$ cat config.mk
export PLATFORM = sky130hd
export DESIGN_NAME = spi_cmd_parser_flat
export DESIGN_NICKNAME = d
export VERILOG_FILES = /design/src/rtl/spi_cmd_parser_if.sv /design/src/rtl/spi_cmd_parser.sv /design/src/flat_wrapper.sv
export SDC_FILE = /design/constraint.sdc
export NUM_CORES = 1
export LEC_CHECK = 0
export ABC_AREA = 1
export CORE_MARGIN = 2
export CORE_UTILIZATION = 30
export DETAILED_ROUTE_END_ITERATION = 12
export DONT_BUFFER_PORTS = 1
export GPL_ROUTABILITY_DRIVEN = 0
export SLEW_MARGIN = 40
export SYNTH_ARGS = -nofsm -noshare
export SYNTH_HDL_FRONTEND = slang
export SYNTH_SLANG_ARGS = --single-unit
$ cat constraint.sdc
create_clock -name sys_clock -period 1.43 [get_ports sys_clock]
set_input_delay 0.286 -clock sys_clock [delete_from_list [all_inputs] [get_ports sys_clock]]
set_output_delay 0.286 -clock sys_clock [all_outputs]
set_load 0.01 [all_outputs]
$ cat src/rtl/spi_cmd_parser_if.sv
// Bundle of signals between the SPI byte receiver, the command parser,
// sprite memory and the sprite renderer.
interface spi_cmd_parser_if #(
  parameter int SPRITE_PIXELS = 512,
  parameter int ID_W          = 4
);
  localparam int PIX_W = $clog2(SPRITE_PIXELS);

  logic                    cs_active;
  logic [7:0]              rx_data;
  logic                    rx_valid;
  logic                    mem_we;
  logic [ID_W+PIX_W-1:0]   mem_addr;
  logic [7:0]              mem_wdata;
  logic                    draw_valid;
  logic                    draw_ready;
  logic [ID_W-1:0]         draw_id;
  logic [15:0]             draw_x;
  logic [15:0]             draw_y;
  logic [7:0]              draw_scale;
  logic                    err_frame;
  logic                    err_opcode;
  logic                    err_overflow;
  logic                    busy;
  logic [7:0]              cmd_count;

  modport master (
    output cs_active, rx_data, rx_valid, draw_ready,
    input  mem_we, mem_addr, mem_wdata, draw_valid, draw_id, draw_x, draw_y,
           draw_scale, err_frame, err_opcode, err_overflow, busy, cmd_count
  );

  modport slave (
    input  cs_active, rx_data, rx_valid, draw_ready,
    output mem_we, mem_addr, mem_wdata, draw_valid, draw_id, draw_x, draw_y,
           draw_scale, err_frame, err_opcode, err_overflow, busy, cmd_count
  );
endinterface

$ cat src/rtl/spi_cmd_parser.sv
// Decodes SPRITE_LOAD / DRAW commands from the SPI byte stream into sprite
// memory writes and a single-entry draw request holding register.
module spi_cmd_parser #(
  parameter int SPRITE_PIXELS = 512,
  parameter int ID_W          = 4
) (
  input logic               sys_clock,
  input logic               sys_reset_n,
  spi_cmd_parser_if.slave   bus
);
  localparam int PIX_W = $clog2(SPRITE_PIXELS);
  localparam int AW    = ID_W + PIX_W;
  localparam logic [7:0]       OP_LOAD  = 8'h00;
  localparam logic [7:0]       OP_DRAW  = 8'h01;
  localparam logic [7:0]       END_BYTE = 8'h00;
  localparam logic [PIX_W-1:0] PIX_LAST = PIX_W'(SPRITE_PIXELS - 1);
  localparam logic [PIX_W-1:0] PIX_ONE  = PIX_W'(1);

  typedef enum logic [3:0] {
    S_IDLE, S_ID, S_PIX, S_XH, S_XL, S_YH, S_YL, S_SCALE, S_END, S_DISCARD
  } state_e;

  state_e            state_q, state_d;
  logic              isDraw_q, isDraw_d;
  logic [PIX_W-1:0]  pixelIndex_q, pixelIndex_d;
  logic [ID_W-1:0]   spriteId_q, spriteId_d;
  logic [15:0]       xField_q, xField_d;
  logic [15:0]       yField_q, yField_d;
  logic [7:0]        scaleField_q, scaleField_d;
  logic              memWe_q, memWe_d;
  logic [AW-1:0]     memAddr_q, memAddr_d;
  logic [7:0]        memWdata_q, memWdata_d;
  logic              drawValid_q, drawValid_d;
  logic [ID_W-1:0]   drawId_q, drawId_d;
  logic [15:0]       drawX_q, drawX_d;
  logic [15:0]       drawY_q, drawY_d;
  logic [7:0]        drawScale_q, drawScale_d;
  logic              errFrame_q, errFrame_d;
  logic              errOpcode_q, errOpcode_d;
  logic              errOverflow_q, errOverflow_d;
  logic              busy_q, busy_d;
  logic [7:0]        cmdCount_q, cmdCount_d;
  logic              drawDone;

  always_ff @(posedge sys_clock or negedge sys_reset_n) begin
    if (!sys_reset_n) begin
      state_q       <= S_IDLE;
      isDraw_q      <= 1'b0;
      pixelIndex_q  <= '0;
      spriteId_q    <= '0;
      xField_q      <= '0;
      yField_q      <= '0;
      scaleField_q  <= '0;
      memWe_q       <= 1'b0;
      memAddr_q     <= '0;
      memWdata_q    <= '0;
      drawValid_q   <= 1'b0;
      drawId_q      <= '0;
      drawX_q       <= '0;
      drawY_q       <= '0;
      drawScale_q   <= '0;
      errFrame_q    <= 1'b0;
      errOpcode_q   <= 1'b0;
      errOverflow_q <= 1'b0;
      busy_q        <= 1'b0;
      cmdCount_q    <= '0;
    end else begin
      state_q       <= state_d;
      isDraw_q      <= isDraw_d;
      pixelIndex_q  <= pixelIndex_d;
      spriteId_q    <= spriteId_d;
      xField_q      <= xField_d;
      yField_q      <= yField_d;
      scaleField_q  <= scaleField_d;
      memWe_q       <= memWe_d;
      memAddr_q     <= memAddr_d;
      memWdata_q    <= memWdata_d;
      drawValid_q   <= drawValid_d;
      drawId_q      <= drawId_d;
      drawX_q       <= drawX_d;
      drawY_q       <= drawY_d;
      drawScale_q   <= drawScale_d;
      errFrame_q    <= errFrame_d;
      errOpcode_q   <= errOpcode_d;
      errOverflow_q <= errOverflow_d;
      busy_q        <= busy_d;
      cmdCount_q    <= cmdCount_d;
    end
  end

  // A dropped chip select overrides any byte arriving in the same cycle.
  always_comb begin
    state_d = state_q;
    if (!bus.cs_active) begin
      state_d = S_IDLE;
    end else if (bus.rx_valid) begin
      case (state_q)
        S_IDLE:    state_d = (bus.rx_data == OP_LOAD || bus.rx_data == OP_DRAW)
                             ? S_ID : S_DISCARD;
        S_ID:      state_d = isDraw_q ? S_XH : S_PIX;
        S_PIX:     state_d = (pixelIndex_q == PIX_LAST) ? S_END : S_PIX;
        S_XH:      state_d = S_XL;
        S_XL:      state_d = S_YH;
        S_YH:      state_d = S_YL;
        S_YL:      state_d = S_SCALE;
        S_SCALE:   state_d = S_END;
        S_END:     state_d = S_IDLE;
        S_DISCARD: state_d = S_DISCARD;
        default:   state_d = S_IDLE;
      endcase
    end
  end

  always_comb begin
    isDraw_d      = isDraw_q;
    pixelIndex_d  = pixelIndex_q;
    spriteId_d    = spriteId_q;
    xField_d      = xField_q;
    yField_d      = yField_q;
    scaleField_d  = scaleField_q;
    memWe_d       = 1'b0;
    memAddr_d     = memAddr_q;
    memWdata_d    = memWdata_q;
    drawValid_d   = drawValid_q;
    drawId_d      = drawId_q;
    drawX_d       = drawX_q;
    drawY_d       = drawY_q;
    drawScale_d   = drawScale_q;
    errFrame_d    = 1'b0;
    errOpcode_d   = 1'b0;
    errOverflow_d = 1'b0;
    cmdCount_d    = cmdCount_q;
    drawDone      = 1'b0;

    if (!bus.cs_active) begin
      pixelIndex_d = '0;
      errFrame_d   = (state_q != S_IDLE) && (state_q != S_DISCARD);
    end else if (bus.rx_valid) begin
      case (state_q)
        S_IDLE: begin
          isDraw_d    = (bus.rx_data == OP_DRAW);
          errOpcode_d = (bus.rx_data != OP_LOAD) && (bus.rx_data != OP_DRAW);
        end
        S_ID:    spriteId_d = bus.rx_data[ID_W-1:0];
        S_PIX: begin
          memWe_d      = 1'b1;
          memAddr_d    = {spriteId_q, pixelIndex_q};
          memWdata_d   = bus.rx_data;
          pixelIndex_d = pixelIndex_q + PIX_ONE;
        end
        S_XH:    xField_d[15:8]  = bus.rx_data;
        S_XL:    xField_d[7:0]   = bus.rx_data;
        S_YH:    yField_d[15:8]  = bus.rx_data;
        S_YL:    yField_d[7:0]   = bus.rx_data;
        S_SCALE: scaleField_d    = bus.rx_data;
        S_END: begin
          if (bus.rx_data == END_BYTE) begin
            cmdCount_d = cmdCount_q + 8'd1;
            drawDone   = isDraw_q;
          end else begin
            errFrame_d = 1'b1;
          end
        end
        default: ;
      endcase
    end

    // A same-cycle handshake frees the holding register for the new request.
    if (drawDone) begin
      if (!drawValid_q || bus.draw_ready) begin
        drawValid_d = 1'b1;
        drawId_d    = spriteId_q;
        drawX_d     = xField_q;
        drawY_d     = yField_q;
        drawScale_d = scaleField_q;
      end else begin
        errOverflow_d = 1'b1;
      end
    end else if (drawValid_q && bus.draw_ready) begin
      drawValid_d = 1'b0;
    end

    busy_d = (state_d != S_IDLE);
  end

  assign bus.mem_we       = memWe_q;
  assign bus.mem_addr     = memAddr_q;
  assign bus.mem_wdata    = memWdata_q;
  assign bus.draw_valid   = drawValid_q;
  assign bus.draw_id      = drawId_q;
  assign bus.draw_x       = drawX_q;
  assign bus.draw_y       = drawY_q;
  assign bus.draw_scale   = drawScale_q;
  assign bus.err_frame    = errFrame_q;
  assign bus.err_opcode   = errOpcode_q;
  assign bus.err_overflow = errOverflow_q;
  assign bus.busy         = busy_q;
  assign bus.cmd_count    = cmdCount_q;
endmodule
$ cat src/flat_wrapper.sv
// flat-port wrapper written by rule: the top's interface ports become plain ports
module spi_cmd_parser_flat 
#(
  parameter int SPRITE_PIXELS = 512,
  parameter int ID_W          = 4
)
  (sys_clock, sys_reset_n, bus_cs_active, bus_rx_data, bus_rx_valid, bus_draw_ready, bus_mem_we, bus_mem_addr, bus_mem_wdata, bus_draw_valid, bus_draw_id, bus_draw_x, bus_draw_y, bus_draw_scale, bus_err_frame, bus_err_opcode, bus_err_overflow, bus_busy, bus_cmd_count);
  spi_cmd_parser_if #(.SPRITE_PIXELS(SPRITE_PIXELS), .ID_W(ID_W)) bus_i ();
  input logic sys_clock;
  input logic sys_reset_n;
  input wire logic [$bits(bus_i.cs_active)-1:0] bus_cs_active;
  input wire logic [$bits(bus_i.rx_data)-1:0] bus_rx_data;
  input wire logic [$bits(bus_i.rx_valid)-1:0] bus_rx_valid;
  input wire logic [$bits(bus_i.draw_ready)-1:0] bus_draw_ready;
  output wire logic [$bits(bus_i.mem_we)-1:0] bus_mem_we;
  output wire logic [$bits(bus_i.mem_addr)-1:0] bus_mem_addr;
  output wire logic [$bits(bus_i.mem_wdata)-1:0] bus_mem_wdata;
  output wire logic [$bits(bus_i.draw_valid)-1:0] bus_draw_valid;
  output wire logic [$bits(bus_i.draw_id)-1:0] bus_draw_id;
  output wire logic [$bits(bus_i.draw_x)-1:0] bus_draw_x;
  output wire logic [$bits(bus_i.draw_y)-1:0] bus_draw_y;
  output wire logic [$bits(bus_i.draw_scale)-1:0] bus_draw_scale;
  output wire logic [$bits(bus_i.err_frame)-1:0] bus_err_frame;
  output wire logic [$bits(bus_i.err_opcode)-1:0] bus_err_opcode;
  output wire logic [$bits(bus_i.err_overflow)-1:0] bus_err_overflow;
  output wire logic [$bits(bus_i.busy)-1:0] bus_busy;
  output wire logic [$bits(bus_i.cmd_count)-1:0] bus_cmd_count;
  assign bus_i.cs_active = bus_cs_active;
  assign bus_i.rx_data = bus_rx_data;
  assign bus_i.rx_valid = bus_rx_valid;
  assign bus_i.draw_ready = bus_draw_ready;
  assign bus_mem_we = bus_i.mem_we;
  assign bus_mem_addr = bus_i.mem_addr;
  assign bus_mem_wdata = bus_i.mem_wdata;
  assign bus_draw_valid = bus_i.draw_valid;
  assign bus_draw_id = bus_i.draw_id;
  assign bus_draw_x = bus_i.draw_x;
  assign bus_draw_y = bus_i.draw_y;
  assign bus_draw_scale = bus_i.draw_scale;
  assign bus_err_frame = bus_i.err_frame;
  assign bus_err_opcode = bus_i.err_opcode;
  assign bus_err_overflow = bus_i.err_overflow;
  assign bus_busy = bus_i.busy;
  assign bus_cmd_count = bus_i.cmd_count;
  spi_cmd_parser #(.SPRITE_PIXELS(SPRITE_PIXELS), .ID_W(ID_W)) u_core (.sys_clock(sys_clock), .sys_reset_n(sys_reset_n), .bus(bus_i));
endmodule
* Yosys cells after proc, flatten, opt, wreduce, memory -nomap -nowiden *
Cells that the tools add are included.

cells by class
  add/sub/neg operators = 2
  multipliers = 0
  divide/modulo/power cells = 0
  order comparisons = 0
  equality and inequality tests = 16
  shift operators = 0
  multiplexer cells = 28
  bitwise operators = 0
  reduce and logical (&&, ||, !) cells = 24

operators by type and width
  kind                   count
  $pmux W4 S9            1
  $mux W9                3
  $reduce_and A3 Y1      8
  $mux W1                20
  $eq A4 B3 Y1 const B   4
  $mux W4                4
  $add A9 B1 Y9 const B  1
  $eq A9 B9 Y1 const B   1
  $add A8 B1 Y8 const B  1
  $eq A4 B2 Y1 const B   2
  $eq A4 B4 Y1 const B   2
  $eq A8 B1 Y1 const B   1
  $logic_not A8 Y1       1
  $ne A8 B1 Y1 const B   1
  $reduce_bool A4 Y1     2
  $reduce_bool A8 Y1     1
  $reduce_and A2 Y1      3
  $eq A4 B1 Y1 const B   1
  $logic_not A4 Y1       1
  $ne A2 B1 Y1 const B   2
  $ne A4 B4 Y1 const B   1
  $reduce_and A4 Y1      1
  $logic_and A1 B1 Y1    3
  $logic_or A1 B1 Y1     2
  other kinds (3)        3

word-level totals
  flip-flop bits (word level) = 137
  latch bits = 0
  memory bits (writable) = 0
  ROM bits = 0
  input bits = 13
  memories = 0

* Logic depth before layout (Yosys ltp) *
  depth after elaboration = 7
  mapped depth = 12
  gate-level depth less buffers = 12

* Least setup slack after synthesis *
OpenSTA, ideal clock, no wires.

  kind = flip-flop to flip-flop
  start point = register u_core.pixelIndex_q[0]
  end point = register u_core.busy_q (netlist: u_core.bus.busy)
  arrival time = 1.400 ns
  data required time = 1.308 ns
  slack = -0.091 ns
  cell stages (with the launch flop) = 12
  path buffers = 0
  clock period less this slack = 1.521 ns
  path through = dfrtp_1 -> ha_1 -> nand3_1 -> nor3_1 -> ha_1 -> inv_1 -> nand3_1 -> nand3_1 -> nand2_1 -> nand3_1 -> nor2_1 -> nand2_1

between the ends
  longest elaborated chain between the ends = 6

ends and longest elaborated chain
  element                  RTL line               RTL
  start, declared          spi_cmd_parser.sv:25   logic [PIX_W-1:0] pixelIndex_q, pixelIndex_d;
  start signal, assigned   spi_cmd_parser.sv:70   pixelIndex_q <= pixelIndex_d;
  $eq A9 B9 Y1             spi_cmd_parser.sv:101  S_PIX: state_d = (pixelIndex_q == PIX_LAST) ? S_END : S_PIX;
  $mux W4                  spi_cmd_parser.sv:101
  $pmux W4 S9              spi_cmd_parser.sv:97   case (state_q)
  $mux W4                  spi_cmd_parser.sv:96   end else if (bus.rx_valid) begin
  $mux W4                  spi_cmd_parser.sv:94   if (!bus.cs_active) begin
  $reduce_bool A4 Y1       spi_cmd_parser.sv:183  busy_d = (state_d != S_IDLE);
  named net u_core.busy_d  spi_cmd_parser.sv:41   logic busy_q, busy_d;
  end signal, assigned     spi_cmd_parser.sv:86   busy_q <= busy_d;
  end, declared            spi_cmd_parser.sv:41

The timed path passes the listed nets, and every way through them passes these cells.
A chain may end at the register's enable or synchronous reset.

* Final worst setup path *
  start point = register u_core.state_q[0]
  end point = register u_core.drawX_q[13] (netlist: u_core.bus.draw_x[13])

between the ends
  longest elaborated chain between the ends = 5

ends and longest elaborated chain
  element                             RTL line               RTL
  start, declared                     spi_cmd_parser.sv:23   state_e state_q, state_d;
  start signal, assigned              spi_cmd_parser.sv:68   state_q <= state_d;
  $eq A4 B4 Y1                        spi_cmd_parser.sv:139  case (state_q)
  $mux W1                             spi_cmd_parser.sv:139
  $mux W1                             spi_cmd_parser.sv:138  end else if (bus.rx_valid) begin
  $mux W1                             spi_cmd_parser.sv:135  if (!bus.cs_active) begin
  $reduce_and A2 Y1 (no source line)  --
  end signal, assigned                spi_cmd_parser.sv:80   drawX_q <= drawX_d;
  end, declared                       spi_cmd_parser.sv:35   logic [15:0] drawX_q, drawX_d;

Every way passes these cells.

==> report_table.html <==
<table>
<tr><th>Metric</th><th>Value</th></tr>
<tr><th colspan="2">Layout</th></tr>
<tr><td>Layout fillers</td><td>1735</td></tr>
<tr><td>Number of diodes added for antenna fixing</td><td>0</td></tr>
<tr><td>Area overhead of the layout relative to synthesis</td><td>47.7%</td></tr>
<tr><td>Fraction of layout instances using a drive strength above 1</td><td>45.5%</td></tr>
<tr><td>Final nets</td><td>732</td></tr>
<tr><td>Finished Layout Cells</td><td>963</td></tr>
<tr><th colspan="2">Timing</th></tr>
<tr><td>Fin Hold WS</td><td>-0.449 ns</td></tr>
<tr><td>Worst setup slack after layout</td><td>-0.146 ns</td></tr>
<tr><td>Max-slew headroom</td><td>63.8%</td></tr>
<tr><td>Final hold vios</td><td>137</td></tr>
<tr><td>F_max</td><td>0.635 GHz</td></tr>
<tr><td>RSZ-0062 raised after global routing</td><td>true</td></tr>
<tr><td>Final Setup Violations</td><td>91</td></tr>
<tr><td>Portion of the clock cycle consumed by the worst path in the final layout</td><td>110%</td></tr>
<tr><td>Number of max-slew violations in the final report</td><td>0</td></tr>
<tr><td>Slew at the pin closest to its max-slew limit</td><td>0.542 ns</td></tr>
<tr><td>Worst Clk Skew</td><td>0.00872 ns</td></tr>
<tr><td>Minimum clock period after layout</td><td>1.58 ns</td></tr>
<tr><th colspan="2">GRT</th></tr>
<tr><td>Via count of the first global-routing pass</td><td>4428</td></tr>
<tr><td>Total GRT Usage</td><td>16.3%</td></tr>
<tr><td>First-pass GRT wire length</td><td>24.9 mm</td></tr>
<tr><td>Pin count of the biggest net entering global routing</td><td>138</td></tr>
<tr><td>Total global routing overflow</td><td>0</td></tr>
<tr><td>Antenna violations before repair</td><td>0</td></tr>
<tr><th colspan="2">Placement</th></tr>
<tr><td>Port Buffer Count</td><td>0</td></tr>
<tr><td>Pre-CTS setup slack</td><td>-0.148 ns</td></tr>
<tr><td>Inst Count DP</td><td>888</td></tr>
<tr><td>Final HPWL from detailed placement</td><td>9.82 mm</td></tr>
<tr><th colspan="2">Floorplan</th></tr>
<tr><td>Die height</td><td>143 um</td></tr>
<tr><td>Starting Density</td><td>30.7%</td></tr>
<tr><td>Floorplan row count</td><td>50</td></tr>
<tr><td>Core area</td><td>18800 um2</td></tr>
<tr><td>Number of ports placed on the die boundary</td><td>92</td></tr>
<tr><td>Width of the die</td><td>143 um</td></tr>
<tr><td>Die Footprint</td><td>20300 um2</td></tr>
<tr><th colspan="2">Clocking</th></tr>
<tr><td>Clock tree from TritonCTS</td><td>built</td></tr>
<tr><td>Cell at the root of the clock tree</td><td>sky130_fd_sc_hd__clkbuf_16</td></tr>
<tr><td>Clk_lat worst skew</td><td>0.43 ns</td></tr>
<tr><td>Number of buffers inserted during clock tree synthesis</td><td>17</td></tr>
<tr><td>H-tree Lvls</td><td>4</td></tr>
<tr><td>Buffers from clock root to sink, at most</td><td>2</td></tr>
<tr><td>Clk sinks</td><td>137</td></tr>
<tr><td>Cts-stage hold buffer count</td><td>1</td></tr>
<tr><td>Clock slew at reported path FFs</td><td>0.06 ns</td></tr>
<tr><th colspan="2">Drt</th></tr>
<tr><td>Drt initial violations</td><td>249</td></tr>
<tr><td>Final wirelength</td><td>18.2 mm</td></tr>
<tr><td>Residual antenna-violating net count after detailed routing</td><td>0</td></tr>
<tr><td>Pre-antenna DRT Iters</td><td>5</td></tr>
<tr><td>Post-route DRC violation count</td><td>0</td></tr>
<tr><td>Wirelength per Cell</td><td>18.9 um</td></tr>
<tr><td>Drt via density</td><td>4.98</td></tr>
<tr><td>Via count</td><td>4793</td></tr>
<tr><th colspan="2">Synthesis</th></tr>
<tr><td>Number of unique standard cell types used by synthesis</td><td>31</td></tr>
<tr><td>Summed instance area of the synthesized netlist</td><td>5760 um2</td></tr>
<tr><td>Yosys warns</td><td>0</td></tr>
<tr><td>Post-Syn Instances</td><td>630</td></tr>
<tr><td>Share of the yosys chip area belonging to registers</td><td>59.6%</td></tr>
<tr><td>Number of synthesized register bits</td><td>137</td></tr>
<tr><td>Nets in the synthesized netlist</td><td>646</td></tr>
<tr><td>Synthesized area per cell</td><td>9.14 um2</td></tr>
<tr><th colspan="2">Setup path</th></tr>
<tr><td>Element type at the critical path end</td><td>register</td></tr>
<tr><td>Arrival time reported for the critical path endpoint</td><td>1.94 ns</td></tr>
<tr><td>Worst Setup Start Kind</td><td>register</td></tr>
<tr><td>Crit Path Class</td><td>register to register</td></tr>
<tr><td>Critical path data required time</td><td>1.80 ns</td></tr>
<tr><td>Maximum fanout along the worst path</td><td>6</td></tr>
<tr><th colspan="2">Power</th></tr>
<tr><td>Static Leakage</td><td>4.07 nW</td></tr>
<tr><td>Pwr per Cell Area</td><td>1160 nW/um2</td></tr>
<tr><td>Highest ir drop seen on vdd</td><td>0.902 mV</td></tr>
<tr><th colspan="2">Run</th></tr>
<tr><td>Max-capacitance violation count</td><td>0</td></tr>
<tr><th colspan="2">Hold path</th></tr>
<tr><td>Kind of path behind the tightest hold check</td><td>primary input to async pin</td></tr>
<tr><th colspan="2">Run status</th></tr>
<tr><td>Violations in the final reports</td><td>hold timing, setup timing</td></tr>
<tr><td>Status</td><td>complete, but fails checks</td></tr>
</table>
## logic make-up (layout without fill, tap and decap cells)
group | Yosys count | in the layout | share of synthesized area (%)
fa+ha+maj | 3 | 3 | 0.652
xor+xnor | 7 | 7 | 1.07
simple gates | 337 | 338 | 25.5
buf+inv | 71 | 169 | 6.65
compound gates | 75 | 75 | 6.57
flops | 137 | 137 | 59.6
## worst max-delay path, cell delays in order, from the launching register on
cell and delay [ns]:
sky130_fd_sc_hd__dfrtp_2 0.45, sky130_fd_sc_hd__nor2_4 0.12, sky130_fd_sc_hd__nand2_2 0.07, sky130_fd_sc_hd__nor2_4 0.11
sky130_fd_sc_hd__nand2_4 0.08, sky130_fd_sc_hd__inv_8 0.09, sky130_fd_sc_hd__buf_6 0.10, sky130_fd_sc_hd__buf_8 0.12
sky130_fd_sc_hd__clkbuf_16 0.16, sky130_fd_sc_hd__nand4_1 0.11, sky130_fd_sc_hd__nand2_1 0.10
## flip-flops by register name, indices dropped and copies added (netlist names), 4 cells and up
name                   flops
u_core.state_q             4
u_core.bus.mem_wdata       8
u_core.bus.mem_addr       13
u_core.bus.cmd_count       8
u_core.spriteId_q          4
u_core.bus.draw_y         16
u_core.bus.draw_x         16
u_core.bus.draw_id         4
u_core.scaleField_q        8
u_core.yField_q           16
u_core.pixelIndex_q        9
u_core.bus.draw_scale      8
u_core.xField_q           16
## routing by layer
metal	share of wire [%]	track usage [%]	routed length, um
met3	6.8	5.82	1230
met1	41	20.2	7450
met4	2.2	6.20	393
met5	0	0	0
met2	50	26.1	9110
## per-stage QoR
step | util, % | setup TNS, ns | area (um2) | power (mW) | hold WS, ns
final | 45.3 | -5.85 | 8500 | 9.88 | -0.449
after global placement | 33.7 | -2.29 | 6330 | 5.15 | -0.00423
after floorplan | - | -0.0776 | 5770 | 4.86 | -0.00959
after global routing | 45.3 | -14.25 | 8500 | 10.3 | -0.474
after CTS | 38.6 | -1.20 | 7240 | 9.61 | -0.467
after detailed placement | 33.7 | -2.90 | 6330 | 5.16 | -0.00545
## path summary, 6_finish.rpt
kind                                    start                     end  slack [ns]  depth (start not counted)
min                               sys_reset_n    u_core.bus.draw_y[9]       -0.45                          0
min reg2reg                u_core.xField_q[0]      u_core.xField_q[0]        0.49                          2
max reg2reg                 u_core.state_q[0]   u_core.bus.draw_x[13]       -0.15                         10
max                         u_core.state_q[0]   u_core.bus.draw_x[13]       -0.15                         10
max in group asynchronous         sys_reset_n       u_core.state_q[2]        1.67                          0
min in group sys_clock          bus_cs_active  u_core.pixelIndex_q[3]        0.02                          2
## report_power, final
group	total [mW]	leakage [nW]	internal (mW)	switching, mW
sequential	4.59	1.88	4.18	0.404
clock	4.38	0.281	2.62	1.76
combinational	0.914	1.91	0.446	0.468
## cells in the mapped netlist
library cell | number | area share (%)
sky130_fd_sc_hd__a21oi_1 | 3 | 0.26
sky130_fd_sc_hd__a31oi_1 | 1 | 0.11
sky130_fd_sc_hd__and3_1 | 2 | 0.22
sky130_fd_sc_hd__buf_1 | 1 | 0.065
sky130_fd_sc_hd__buf_2 | 13 | 1.1
sky130_fd_sc_hd__buf_4 | 6 | 0.78
sky130_fd_sc_hd__buf_6 | 1 | 0.20
sky130_fd_sc_hd__buf_8 | 5 | 1.3
sky130_fd_sc_hd__clkbuf_1 | 1 | 0.065
sky130_fd_sc_hd__clkbuf_4 | 3 | 0.39
sky130_fd_sc_hd__dfrtp_1 | 137 | 60
sky130_fd_sc_hd__ha_1 | 3 | 0.65
sky130_fd_sc_hd__inv_1 | 33 | 2.2
sky130_fd_sc_hd__inv_2 | 7 | 0.46
sky130_fd_sc_hd__inv_4 | 1 | 0.11
sky130_fd_sc_hd__nand2_1 | 233 | 15
sky130_fd_sc_hd__nand2_2 | 1 | 0.11
sky130_fd_sc_hd__nand2_4 | 1 | 0.20
sky130_fd_sc_hd__nand3_1 | 14 | 1.2
sky130_fd_sc_hd__nand3_4 | 1 | 0.30
sky130_fd_sc_hd__nand4_1 | 48 | 5.2
sky130_fd_sc_hd__nor2_1 | 23 | 1.5
sky130_fd_sc_hd__nor2_2 | 4 | 0.43
sky130_fd_sc_hd__nor2_4 | 2 | 0.39
sky130_fd_sc_hd__nor3_1 | 7 | 0.61
sky130_fd_sc_hd__o21ai_0 | 49 | 4.3
sky130_fd_sc_hd__o21ai_1 | 21 | 1.8
sky130_fd_sc_hd__o22ai_1 | 1 | 0.11
sky130_fd_sc_hd__or2_2 | 1 | 0.11
sky130_fd_sc_hd__xnor2_1 | 2 | 0.30
sky130_fd_sc_hd__xor2_1 | 5 | 0.76
## placed cells by master, fill, tap and decap left out, types with 4 or more instances in the layout
cell type and count:
sky130_fd_sc_hd__nor2_2 6, sky130_fd_sc_hd__nand4_1 48, sky130_fd_sc_hd__inv_1 26, sky130_fd_sc_hd__nand2_2 75, sky130_fd_sc_hd__inv_6 5, sky130_fd_sc_hd__clkbuf_16 27, sky130_fd_sc_hd__nand2_8 4, sky130_fd_sc_hd__buf_8 5
sky130_fd_sc_hd__buf_16 4, sky130_fd_sc_hd__inv_2 10, sky130_fd_sc_hd__nand2_4 44, sky130_fd_sc_hd__o21ai_2 31, sky130_fd_sc_hd__o21ai_1 36, sky130_fd_sc_hd__nand3_2 6, sky130_fd_sc_hd__nand3_1 7, sky130_fd_sc_hd__buf_4 45
sky130_fd_sc_hd__buf_12 8, sky130_fd_sc_hd__nor2_1 13, sky130_fd_sc_hd__buf_6 23, sky130_fd_sc_hd__nand2_1 112, sky130_fd_sc_hd__nor2_4 10, sky130_fd_sc_hd__dfrtp_1 135, sky130_fd_sc_hd__xor2_1 5
## final cells by class
type                       instances  area (um2)  area share (%)
multi-input combinational        423        2810            33.1
sequential                       137        3430            40.4
inverter                          41         176            2.08
tap                              234         293            3.45
clock inverter                    13         141            1.66
clock buffer                      19         443            5.21
timing repair buffer              96        1200            14.1
## what timing repair did
item / 4_1_cts / 5_1_grt
endpoints found under the hold margin: 141 / 137
setup buffers: 11 / 15
endpoints found under the setup margin: 90 / 124
pin swaps: 4 / 44
gates cloned: 5 / 16
resized for setup: 62 / 275
(Power assumes the default switching activity.)
